`config.mk`:
```
export PLATFORM = sky130hd
export DESIGN_NAME = uart_tx_fifo
export DESIGN_NICKNAME = d
export VERILOG_FILES = /design/src/rtl/uart_pkg.sv /design/src/rtl/uart_fifo_mem.sv /design/src/rtl/uart_tx_fifo.sv
export SDC_FILE = /design/constraint.sdc
export NUM_CORES = 1
export LEC_CHECK = 0
export CORE_ASPECT_RATIO = 0.75
export CORE_UTILIZATION = 56
export DETAILED_ROUTE_END_ITERATION = 10
export GPL_ROUTABILITY_DRIVEN = 1
export PLACE_DENSITY_LB_ADDON = 0.1
export SKIP_LAST_GASP = 1
export SLEW_MARGIN = 15
export SYNTH_ARGS = -nofsm -noshare
export SYNTH_HDL_FRONTEND = slang
export SYNTH_SLANG_ARGS = --single-unit
```
`constraint.sdc`:
```
create_clock -name clk_i -period 3.5 [get_ports clk_i]
set_input_delay 0.7 -clock clk_i [delete_from_list [all_inputs] [get_ports clk_i]]
set_output_delay 0.7 -clock clk_i [all_outputs]
set_load 0.01 [all_outputs]
```
`src/rtl/uart_pkg.sv`:
```
// ============================================================================
//  Module      : uart_pkg
//  Description : Shared types and width helpers for the UART transmit FIFO.
//  Revision    : 1.0 - initial release
// ============================================================================
`default_nettype none

package uart_pkg;

  typedef enum logic [1:0] {
    IDLE      = 2'd0,
    LAUNCH    = 2'd1,
    WAIT_BUSY = 2'd2,
    WAIT_DONE = 2'd3
  } tx_fifo_state_t;

  localparam int unsigned DEF_DATA_BITS = 8;
  localparam int unsigned DEF_DEPTH     = 16;
  localparam int unsigned DEF_BUSY_WAIT = 4;

  // Never returns 0 so a depth/limit of 1 still yields a legal vector.
  function automatic int unsigned ptr_width(input int unsigned n);
    return (n > 1) ? $clog2(n) : 1;
  endfunction

  function automatic int unsigned cnt_width(input int unsigned depth);
    return $clog2(depth) + 1;
  endfunction

endpackage

`default_nettype wire

```
`src/rtl/uart_fifo_mem.sv`:
```
// ============================================================================
//  Module      : uart_fifo_mem
//  Description : DEPTH x DATA_BITS register array, one synchronous write port
//                and one asynchronous read port, no reset.
//  Revision    : 1.0 - initial release
// ============================================================================
`default_nettype none

module uart_fifo_mem
  import uart_pkg::*;
#(
  parameter int unsigned DATA_BITS = DEF_DATA_BITS,
  parameter int unsigned DEPTH     = DEF_DEPTH
) (
  input  logic                     clk_i,
  input  logic                     we_i,
  input  logic [$clog2(DEPTH)-1:0] waddr_i,
  input  logic [DATA_BITS-1:0]     wdata_i,
  input  logic [$clog2(DEPTH)-1:0] raddr_i,
  output logic [DATA_BITS-1:0]     rdata_o
);

  logic [DATA_BITS-1:0] mem_q [DEPTH];

  always_ff @(posedge clk_i) begin
    if (we_i) begin
      mem_q[waddr_i] <= wdata_i;
    end
  end

  assign rdata_o = mem_q[raddr_i];

endmodule

`default_nettype wire

```
`src/rtl/uart_tx_fifo.sv`:
```
// ============================================================================
//  Module      : uart_tx_fifo
//  Description : Transmit byte FIFO feeding a UART transmitter via start/busy.
//                Optional macro UART_TX_FIFO_OVF_EN builds the sticky overflow.
//  Revision    : 1.0 - initial release
// ============================================================================
`default_nettype none

module uart_tx_fifo
  import uart_pkg::*;
#(
  parameter int unsigned DATA_BITS = DEF_DATA_BITS,
  parameter int unsigned DEPTH     = DEF_DEPTH,
  parameter int unsigned BUSY_WAIT = DEF_BUSY_WAIT
) (
  input  logic                   clk_i,
  input  logic                   reset_i,
  input  logic                   wr_en_i,
  input  logic [DATA_BITS-1:0]   wr_data_i,
  output logic                   full_o,
  output logic                   empty_o,
  output logic [$clog2(DEPTH):0] count_o,
  output logic                   overflow_o,
  output logic                   tx_start_o,
  output logic [DATA_BITS-1:0]   tx_data_o,
  input  logic                   tx_busy_i
);

  localparam int unsigned PTR_W  = ptr_width(DEPTH);
  localparam int unsigned CNT_W  = cnt_width(DEPTH);
  localparam int unsigned WAIT_W = ptr_width(BUSY_WAIT);

  localparam logic [CNT_W-1:0]  C_DEPTH     = CNT_W'(DEPTH);
  localparam logic [WAIT_W-1:0] C_WAIT_LAST = WAIT_W'(BUSY_WAIT - 1);

  tx_fifo_state_t       state_q;
  logic [PTR_W-1:0]     wr_ptr_q, rd_ptr_q;
  logic [CNT_W-1:0]     count_q, count_d;
  logic                 full_q, empty_q;
  logic                 tx_start_q;
  logic [DATA_BITS-1:0] tx_data_q;
  logic [WAIT_W-1:0]    wait_q;
  logic [DATA_BITS-1:0] mem_rdata;
  logic                 push, pop;

  // A full FIFO drops the write even when a pop frees a slot on the same edge.
  assign push = wr_en_i && !full_q;
  assign pop  = (state_q == IDLE) && !empty_q && !tx_busy_i;

  always_comb begin
    count_d = count_q;
    case ({push, pop})
      2'b10:   count_d = count_q + CNT_W'(1);
      2'b01:   count_d = count_q - CNT_W'(1);
      default: count_d = count_q;
    endcase
  end

  uart_fifo_mem #(
    .DATA_BITS (DATA_BITS),
    .DEPTH     (DEPTH)
  ) u_mem (
    .clk_i   (clk_i),
    .we_i    (push),
    .waddr_i (wr_ptr_q),
    .wdata_i (wr_data_i),
    .raddr_i (rd_ptr_q),
    .rdata_o (mem_rdata)
  );

  always_ff @(posedge clk_i) begin
    if (reset_i) begin
      state_q    <= IDLE;
      wr_ptr_q   <= '0;
      rd_ptr_q   <= '0;
      count_q    <= '0;
      full_q     <= 1'b0;
      empty_q    <= 1'b1;
      tx_start_q <= 1'b0;
      tx_data_q  <= '0;
      wait_q     <= '0;
    end else begin
      if (push) begin
        wr_ptr_q <= wr_ptr_q + PTR_W'(1);
      end
      count_q    <= count_d;
      full_q     <= (count_d == C_DEPTH);
      empty_q    <= (count_d == '0);
      tx_start_q <= 1'b0;

      case (state_q)
        IDLE: begin
          if (pop) begin
            tx_data_q  <= mem_rdata;
            rd_ptr_q   <= rd_ptr_q + PTR_W'(1);
            tx_start_q <= 1'b1;
            state_q    <= LAUNCH;
          end
        end
        LAUNCH: begin
          wait_q  <= '0;
          state_q <= WAIT_BUSY;
        end
        WAIT_BUSY: begin
          // A transmitter that never raises busy must not stall the queue.
          if (tx_busy_i) begin
            state_q <= WAIT_DONE;
          end else if (wait_q == C_WAIT_LAST) begin
            state_q <= IDLE;
          end else begin
            wait_q <= wait_q + WAIT_W'(1);
          end
        end
        WAIT_DONE: begin
          if (!tx_busy_i) begin
            state_q <= IDLE;
          end
        end
        default: state_q <= IDLE;
      endcase
    end
  end

`ifdef UART_TX_FIFO_OVF_EN
  logic ovf_q;

  always_ff @(posedge clk_i) begin
    if (reset_i) begin
      ovf_q <= 1'b0;
    end else if (wr_en_i && full_q) begin
      ovf_q <= 1'b1;
    end
  end

  assign overflow_o = ovf_q;
`else
  assign overflow_o = 1'b0;
`endif

  assign full_o     = full_q;
  assign empty_o    = empty_q;
  assign count_o    = count_q;
  assign tx_start_o = tx_start_q;
  assign tx_data_o  = tx_data_q;

endmodule

`default_nettype wire
```
Word level (Yosys, flattened, before mapping)
Memory sizes are Yosys's and may differ from the RTL's. A register that Yosys moved wholly into a read port is not among the register bits.
Cells that the tools add are included.

operators by class
  reductions and logical operators = 13
  muxes and demuxes = 12
  eq/ne operators = 12
  add/sub/neg operators = 5
  bitwise operators = 1

operators with widths
  kind                                                  count
  two-way mux 2 bit                                     6
  one-hot mux 5 bit (2 select lines)                    1
  adder 4 x 1 -> 4 bit (second input constant)          2
  equality test 2 bit (second input constant)           4
  inequality test 2 bit (second input constant)         4
  one-hot mux 2 bit (4 select lines)                    1
  AND reduction 3 bit                                   2
  adder 5 x 1 -> 5 bit (second input constant)          1
  equality test 5 bit (second input constant)           1
  zero test 5 bit                                       1
  subtractor 5 x 1 -> 5 bit (second input constant)     1
  equality test 2 x 1 -> 1 bit (second input constant)  2
  one-hot mux 2 bit (2 select lines)                    1
  logical AND 1 bit                                     3
  zero test 1 bit                                       3
  two-way mux 1 bit                                     3
  inequality test 3 bit (second input constant)         1
  adder 2 x 1 -> 2 bit (second input constant)          1
  zero test 2 bit                                       1
  AND reduction 2 bit                                   1
  nonzero test 2 bit                                    1
  OR reduction 2 bit                                    1
  NOT 1 bit                                             1

storage, ports and cells
  RAM bits = 128
  flip-flop bits (word level) = 20
  memories = 1
  bits of input ports = 12

memory list
  memory       words  bits a word  read ports  clocked after memory_dff  wr ports  RTL line             text
  u_mem.mem_q  16     8            1           1                         1         uart_fifo_mem.sv:23  logic [DATA_BITS-1:0] mem_q [DEPTH];

Depth between registers and ports, before layout
Gate-level depths: netlist of the first run.

  word-level depth = 6
  mapped depth = 12
  gate-level depth less buffers = 11

Cells and area by module
From an unflattened synthesis of the first run, not the netlist that was laid out.

second synthesis, totals
  cells, all modules = 380
  area, all modules = 6347.3 um2

by module, submodules not included
  module         area each (um2)  instances  cells each  seq. area each (um2)
  uart_fifo_mem  4987.3           1          221         3843.7
  uart_tx_fifo   1360.1           1          159         560.5

Least setup slack after synthesis of the first run
Ideal clock, no wire load.

  path type = input-to-reg
  start point = in tx_busy_i
  end point = reg full_q, in the netlist full_o
  setup time = 0.117 ns
  data arrival time = 2.740 ns
  stages = 9
  path buffers = 1
  slack = 0.643 ns
  path through = or4_4 inv_2 clkbuf_1 ha_1 a21o_1 a32oi_1 o211ai_1 xor2_1 and4bb_1

between the ends
  cells in the longest elaborated chain, start to end = 5

RTL lines
  what                                                                        RTL line            text
  from (decl)                                                                 uart_tx_fifo.sv:26  input logic tx_busy_i
  zero test 1 bit (*)                                                         -
  logical AND 1 bit (*)                                                       uart_tx_fifo.sv:48  assign pop = (state_q == IDLE) && !empty_q && !tx_busy_i;
  equality test 2 x 1 -> 1 bit / equality test 2 bit (equally long branches)  uart_tx_fifo.sv:52  case ({push, pop})
  one-hot mux 5 bit (2 select lines) (*)                                      uart_tx_fifo.sv:52
  equality test 5 bit (*)                                                     uart_tx_fifo.sv:87  full_q <= (count_d == C_DEPTH);
  to (signal assigned)                                                        uart_tx_fifo.sv:87
  to (decl)                                                                   uart_tx_fifo.sv:39  logic full_q, empty_q;

Every way passes the cells marked *; elsewhere a longest branch is shown, timed or not.
A chain may end at the register's enable or synchronous reset.

Final worst setup path of the first run
Same ends and word-level chain as after synthesis.

==> impl_results.md, run 1 <==
- DRC violations left: 0
- Synthesized instance count: 360
- Ant diodes: 0
- Global-route wire length before repair: 18600 µm
- Design Power: 4.53 mW
- Worst hold slack: 0.458 ns
- Synthesized area: 0.00623 mm²
- Max_cap viols: 0
- CP startpoint kind: input port
- Setup_tns: 0 ns
- Clock power share: 0.423
- Pins Over Slew Limit: 0
- Cell count after placement: 513
- Seq/Total Area, Yosys: 0.707
- Inserted Clock Buffers: 17
- DRT antenna net count: 0
- Power per Cell Area: 619 mW/mm²
- Worst-case clock skew: 0.00709 ns
- WL per Instance: 21.6 µm
- # IOs: 29
- Post-synthesis cell type with the largest combined area: edfxtp_1
- Slowest Stage Delay on Critical Path: 0.50 ns
- Initial Util: 0.591
- Syn Area/Cell: 17.3 µm²
- First DRT Iteration DRCs: 312
- Switch share: 0.225
- Max_slew headroom: 0.299
- Vias in the first global route: 3205
- Drt first pass iters: 4
- Dpl hpwl: 7480 µm
- Tot GR Track Use: 0.234
- Largest net degree at the start of global routing: 36
- Hold Buf Count CTS: 0
- Final setup vio count: 0
- # rows: 32
- RSZ-0062 raised after global routing: false
- Status: finished, final reports clean
- Clk pin slew, worst setup/hold paths: 0.06 ns
- Leading cell types in the layout, fill and taps excluded: edfxtp_1 (128), mux4_2 (40), nor2_1 (31)
- DR vias: 3244
- Crit path max-delay cell type: clkdlybuf4s50_1
- Die height: 93.3 µm
- Global route overflow: 0
- Comb power frac: 0.113
- Crit path DAT: 3.23 ns
- TritonCTS Sinks: 156
- Post-CTS sizing: 0
- Clock buffer depth: 2
- # port buffers: 27
- Peak supply drop: 0.446 mV
- CTS H-Tree Depth: 4
- Net Sw Power: 1.02 mW
- Clock Tree Root: clkbuf_16
- Nets: 417
- Non-filler cells, final: 545
- Fin. Hold Viols: 0
- Critical path type: in -> reg
- DIE AREA: 0.0116 mm²
- Worst Hold Class: reg -> reg
- Unique masters post-synth: 38
- CP Data Required Time: 3.86 ns
- Synth-to-Final Area Change: 17.6%
- Clock tree from TritonCTS: built
- Synth top area cells: edfxtp_1 (62%), mux4_2 (14%), dfxtp_1 (9.0%)
- Initial antenna violation count: 0
- Worst-Skew Late Latency: 0.41 ns
- Share of cells above drive strength 1: 0.225
- Postcts setup bufs: 0
- CP endpoint kind: flip-flop
- CP most frequent cell: xnor2_1
- Syn nets: 381
- Die width: 124 µm
- Final period util: 0.822
- Total wire length: 11800 µm
- CP Cell Sequence: clkdlybuf4s50_1, or4_4, inv_2, nand2_2, xnor2_1, ha_1, a21o_1, xnor2_1, a21oi_1, o22ai_1, and4bb_1
- Flop pwr share: 0.464
- Tmin final: 2.88 ns
- Commonest non-fill, non-tap cell in the layout: edfxtp_1
- Worst-margin pin slew: 1.05 ns
- Max FO, Critical Path: 6
- Gpl congestion: 0.829
- Post-synthesis register bit count: 156
- Cell Int Power: 3.51 mW
- Leakage: 2.40 nW
- Fmax: 0.348 GHz
- Ys Warns: 0
- Vias per cell: 5.95
- Share of the synthesized area in the top cell type: 0.617
- Core box area: 0.0105 mm²
layout make-up:
type,count,area [µm²]
Clock buffer,23,554
Clock inverter,9,92.6
Fill cell,693,3210
Inverter,5,18.8
Multi-Input combinational cell,176,1700
Sequential cell,156,4410
Tap cell,136,170
Timing Repair Buffer,40,380
power groups by stage:
stage / registers (mW) / logic, mW / clock network, mW
2_1_floorplan: 2.13 / 0.333 / 0
3_3_place_gp: 2.14 / 0.501 / 0
3_5_place_dp: 2.14 / 0.509 / 0
4_1_cts: 2.10 / 0.517 / 1.94
5_1_grt: 2.11 / 0.559 / 2.01
6_report: 2.11 / 0.511 / 1.92
metrics by stage:
step	setup slack (ns)	util	cell area, µm²
6_report	0.624	0.696	7320
5_1_grt	0.505	0.696	7320
4_1_cts	0.667	0.696	7320
3_5_place_dp	0.259	0.634	6680
3_3_place_gp	0.295	0.634	6680
2_1_floorplan	0.643	-	6230
critical path: cells and delay by family:
| family | cells | cell delay [ns] |
|---|---|---|
| buf+inv | 2 | 0.61 |
| fa+ha+maj | 1 | 0.19 |
| xor+xnor | 2 | 0.42 |
| simple gates | 3 | 0.77 |
| compound gates | 3 | 0.54 |
metal layers:
| layer | vias to the layer above | GRT usage | share of wire |
|---|---|---|---|
| met5 | - | 0 | 0 |
| met4 | 0 | 0.0663 | 0.010 |
| met3 | 10 | 0.0634 | 0.077 |
| met2 | 130 | 0.322 | 0.45 |
| met1 | 1638 | 0.366 | 0.47 |
| li1 | 1466 | - | - |
synth_stat cells:
master / n
a21oi_1: 18
a22oi_1: 1
o211ai_1: 1
a211oi_1: 1
and4bb_1: 1
buf_2: 3
o31a_1: 1
o311ai_2: 1
clkbuf_1: 15
buf_4: 1
nor2b_1: 3
ha_1: 9
nand2_2: 1
a32oi_1: 1
or3_1: 1
nor3_1: 6
o22ai_1: 1
xnor2_1: 4
edfxtp_1: 128
nand2_1: 29
mux2i_1: 3
buf_6: 1
inv_1: 2
a31o_1: 1
conb_1: 1
or4_4: 1
o32ai_2: 1
dfxtp_1: 28
mux4_2: 40
buf_1: 3
nand2b_1: 4
o21ai_1: 3
a21o_1: 3
xor2_1: 6
nand4_1: 2
nor2_1: 31
nand3_1: 1
inv_2: 3
kinds of logic (layout without fill, tap and decap cells):
family,Yosys count,in the layout,share of synthesized area
compound gates,33,33,0.0346
xor+xnor,10,10,0.0141
fa+ha+maj,9,9,0.0181
buf+inv,28,77,0.0193
flops,156,156,0.707
mux,43,43,0.149
other cells,1,1,0.000602
simple gates,80,80,0.0567
sequential cells by signal, indices dropped and copies added (netlist names):
signal and count:
count_o 5, empty_o 1, full_o 1, rd_ptr_q 4
state_q 2, tx_data_o 8, tx_start_o 1, u_mem.mem_q 128
wait_q 2, wr_ptr_q 4
path summary, 6_finish.rpt:
path                startpoint            to  slack, ns  cells after the start
setup / recovery     tx_busy_i        full_o       0.62                     11
hold / removal    tx_data_o[7]  tx_data_o[7]       0.46                      2
setup reg to reg    state_q[1]        full_o       0.91                     10
hold reg to reg   tx_data_o[7]  tx_data_o[7]       0.46                      2
No activity file was read; power rests on OpenSTA's default activity.
==> run 2, diff against run 1 <==
CORE_UTILIZATION = 54   (was 56)
clock period = 2.4 ns   (was 3.5 ns; I/O delays follow)
==> run 2 against run 1 <==
Against the previous run: the flow now finishes with violations (negative setup slack); worst hold slack improved by 0.0015 ns; non-clock buffer count increased by 27; sequential share of layout area decreased by 1.8 points; routed wire length increased by 4.9%; worst setup slack got worse by 0.68 ns; utilization decreased by 1.3 points; sequential power increased by 45%.
==> impl_results.md, run 2 (synthesis results as in run 1) <==
- Inserted Clock Buffers: 17 (unchanged)
- Final setup vio count: 1 (was 0)
- Worst-margin pin slew: 0.620 ns (was 1.05 ns)
- Failing checks: negative setup slack
- Die width: 126 µm (was 124 µm)
- Final Util: 0.683 (was 0.696)
- Vias in the first global route: 3119 (was 3205)
- Worst Hold Class: reg -> reg (unchanged)
- Initial antenna violation count: 0 (unchanged)
- DRT antenna net count: 0 (unchanged)
- Global route overflow: 0 (unchanged)
- Gpl congestion: 0.747 (was 0.829)
- Status: finished, violations left (was finished, final reports clean)
- Ant diodes: 0 (unchanged)
- Commonest non-fill, non-tap cell in the layout: edfxtp_1 (unchanged)
- Worst-Skew Late Latency: 0.42 ns (was 0.41 ns)
- Nets: 444 (was 417)
- Leading cell types in the layout, fill and taps excluded: edfxtp_1 (128), mux4_2 (40), buf_4 (37) (was edfxtp_1 (128), mux4_2 (40), nor2_1 (31))
- # rows: 33 (was 32)
- Crit path max-delay cell type: or4_4 (was clkdlybuf4s50_1)
- Footprint of the multi-input gates: 0.00174 mm² (was 0.00170 mm²)
- Final period util: 1.02
- FF+latch area: 0.00441 mm² (about the same)
- Crit path DAT: 2.76 ns (was 3.23 ns)
- Power per Cell Area: 878 mW/mm² (was 619 mW/mm²)
- CP endpoint kind: flip-flop (unchanged)
- Share of cells above drive strength 1: 0.287 (was 0.225)
- Die height: 95 µm (was 93.3 µm)
- Fin. Hold Viols: 0 (unchanged)
- DIE AREA: 0.0120 mm² (was 0.0116 mm²)
- Clk pin slew, worst setup/hold paths: 0.06 ns (about the same)
- TritonCTS Sinks: 156 (unchanged)
- Crit path max-delay family: simple AND/OR/NAND/NOR gates (unchanged)
- Worst hold slack: 0.460 ns (was 0.458 ns)
- Biggest register: u_mem.mem_q (unchanged)
- Tmin final: 2.45 ns
- WL per Instance: 21.5 µm (was 21.6 µm)
- Global-route wire length before repair: 18200 µm (was 18600 µm)
- Number of flip-flops in the largest register: 128 (unchanged)
- Core box area: 0.0111 mm² (was 0.0105 mm²)
- Dpl hpwl: 7940 µm (was 7480 µm)
- Worst hold stages: 2 (unchanged)
- Final worst setup slack: -0.0516 ns (was 0.624 ns)
- Total wire length: 12400 µm (was 11800 µm)
- Fmax: 0.408 GHz
- Max_cap viols: 0 (unchanged)
- Clock tree from TritonCTS: built (unchanged)
- Critical path type: reg -> reg (was in -> reg)
- DR vias: 3330 (was 3244)
- RSZ-0062 raised after global routing: true (was false)
- Slowest Stage Delay on Critical Path: 0.55 ns (was 0.50 ns)
- R2R cell count: 10 (unchanged)
- Levels on crit path: 10 (was 11)
- Initial Util: 0.563 (was 0.591)
- Peak supply drop: 0.640 mV (was 0.446 mV)
- Clock buffer depth: 2 (unchanged)
- Synth-to-Final Area Change: 21.3% (was 17.6%)
- CP Data Required Time: 2.71 ns (was 3.86 ns)
- Pins Over Slew Limit: 0 (unchanged)
- DRC violations left: 0 (unchanged)
- Max FO, Critical Path: 4 (was 6)
- Worst-case clock skew: 0.0104 ns (was 0.00709 ns)
- Tot GR Track Use: 0.222 (was 0.234)
- Largest net degree at the start of global routing: 36 (unchanged)
- Fill cell instance count of the final layout: 730 (was 693)
- CP Cell Sequence: or4_4, inv_4, nand2_4, xnor2_2, ha_2, a21o_1, a32oi_1, o211ai_1, xor2_1, and4bb_1 (was clkdlybuf4s50_1, or4_4, inv_2, nand2_2, xnor2_1, ha_1, a21o_1, xnor2_1, a21oi_1, o22ai_1, and4bb_1)
- Max_slew headroom: 0.586 (was 0.299)
- First DRT Iteration DRCs: 301 (was 312)
- CP startpoint kind: flip-flop (was input port)
- Clock Tree Root: clkbuf_16 (unchanged)
- # IOs: 29 (unchanged)
- CP bufs+invs: 1 (was 2)
- Vias per cell: 5.78 (was 5.95)
- CTS H-Tree Depth: 4 (unchanged)
- Leakage: 2.55 nW (was 2.40 nW)
- Drt first pass iters: 4 (unchanged)
- # port buffers: 27 (unchanged)
[run 2: final timing paths]
kind | end | from | slack (ns)
setup / recovery | full_o | state_q[0] | -0.05
hold / removal | tx_data_o[5] | tx_data_o[5] | 0.46
setup reg to reg | full_o | state_q[0] | -0.05
hold reg to reg | tx_data_o[5] | tx_data_o[5] | 0.46
[run 2: metal layers]
| layer | wire length [µm] | track usage | up-vias |
|---|---|---|---|
| met5 | 0 | 0 | - |
| met4 | 192 | 0.0934 | 0 |
| met3 | 765 | 0.0459 | 19 |
| met2 | 5400 | 0.308 | 115 |
| met1 | 6000 | 0.344 | 1679 |
| li1 | - | - | 1517 |
[run 2: per-stage QoR]
step | total power [mW] | worst slack, ns | instances | TNS, ns | cell area (µm²)
3_3_place_gp | 3.93 | -0.486 | 542 | -1.94 | 6900
4_1_cts | 6.66 | -0.0294 | 574 | -0.0294 | 7520
3_5_place_dp | 3.95 | -0.535 | 542 | -2.22 | 6900
6_report | 6.63 | -0.0516 | 576 | -0.0516 | 7550
5_1_grt | 6.83 | -0.185 | 576 | -0.388 | 7550
2_1_floorplan | 3.61 | -0.0511 | 360 | -0.0511 | 6240
[run 2: what timing repair did]
| action | CTS | global route |
|---|---|---|
| buffers inserted | 0 | 2 |
| pin swaps | 6 | 5 |
| hold buffers | 0 | 0 |
| resized for setup | 7 | 2 |
| cloned | 0 | 0 |
| setup endpoints to repair | 3 | 4 |
[run 2: worst register-to-register path: cells and delay by family, from the launching register on]
kind / cells / cell delay, ns
adders and majority gates: 1 / 0.17
and+or+nand+nor: 3 / 0.87
xor gates and xnor gates: 2 / 0.38
DFF: 1 / 0.32
buffers and inverters: 1 / 0.09
AOI/OAI and AO/OA: 3 / 0.52
[run 2: final cells by class]
type,instances,area share
multi-input combinational,176,0.230
inverter,5,0.00282
clock buffer,22,0.0686
clock inverter,10,0.0128
tap,140,0.0232
sequential,156,0.583
timing repair buffer,67,0.0792
[run 2: report_power, final]
group	switching, mW	internal, mW	leakage [nW]
registers	0.0653	3.01	1.39
clock network	1.06	1.65	0.304
logic	0.403	0.445	0.858
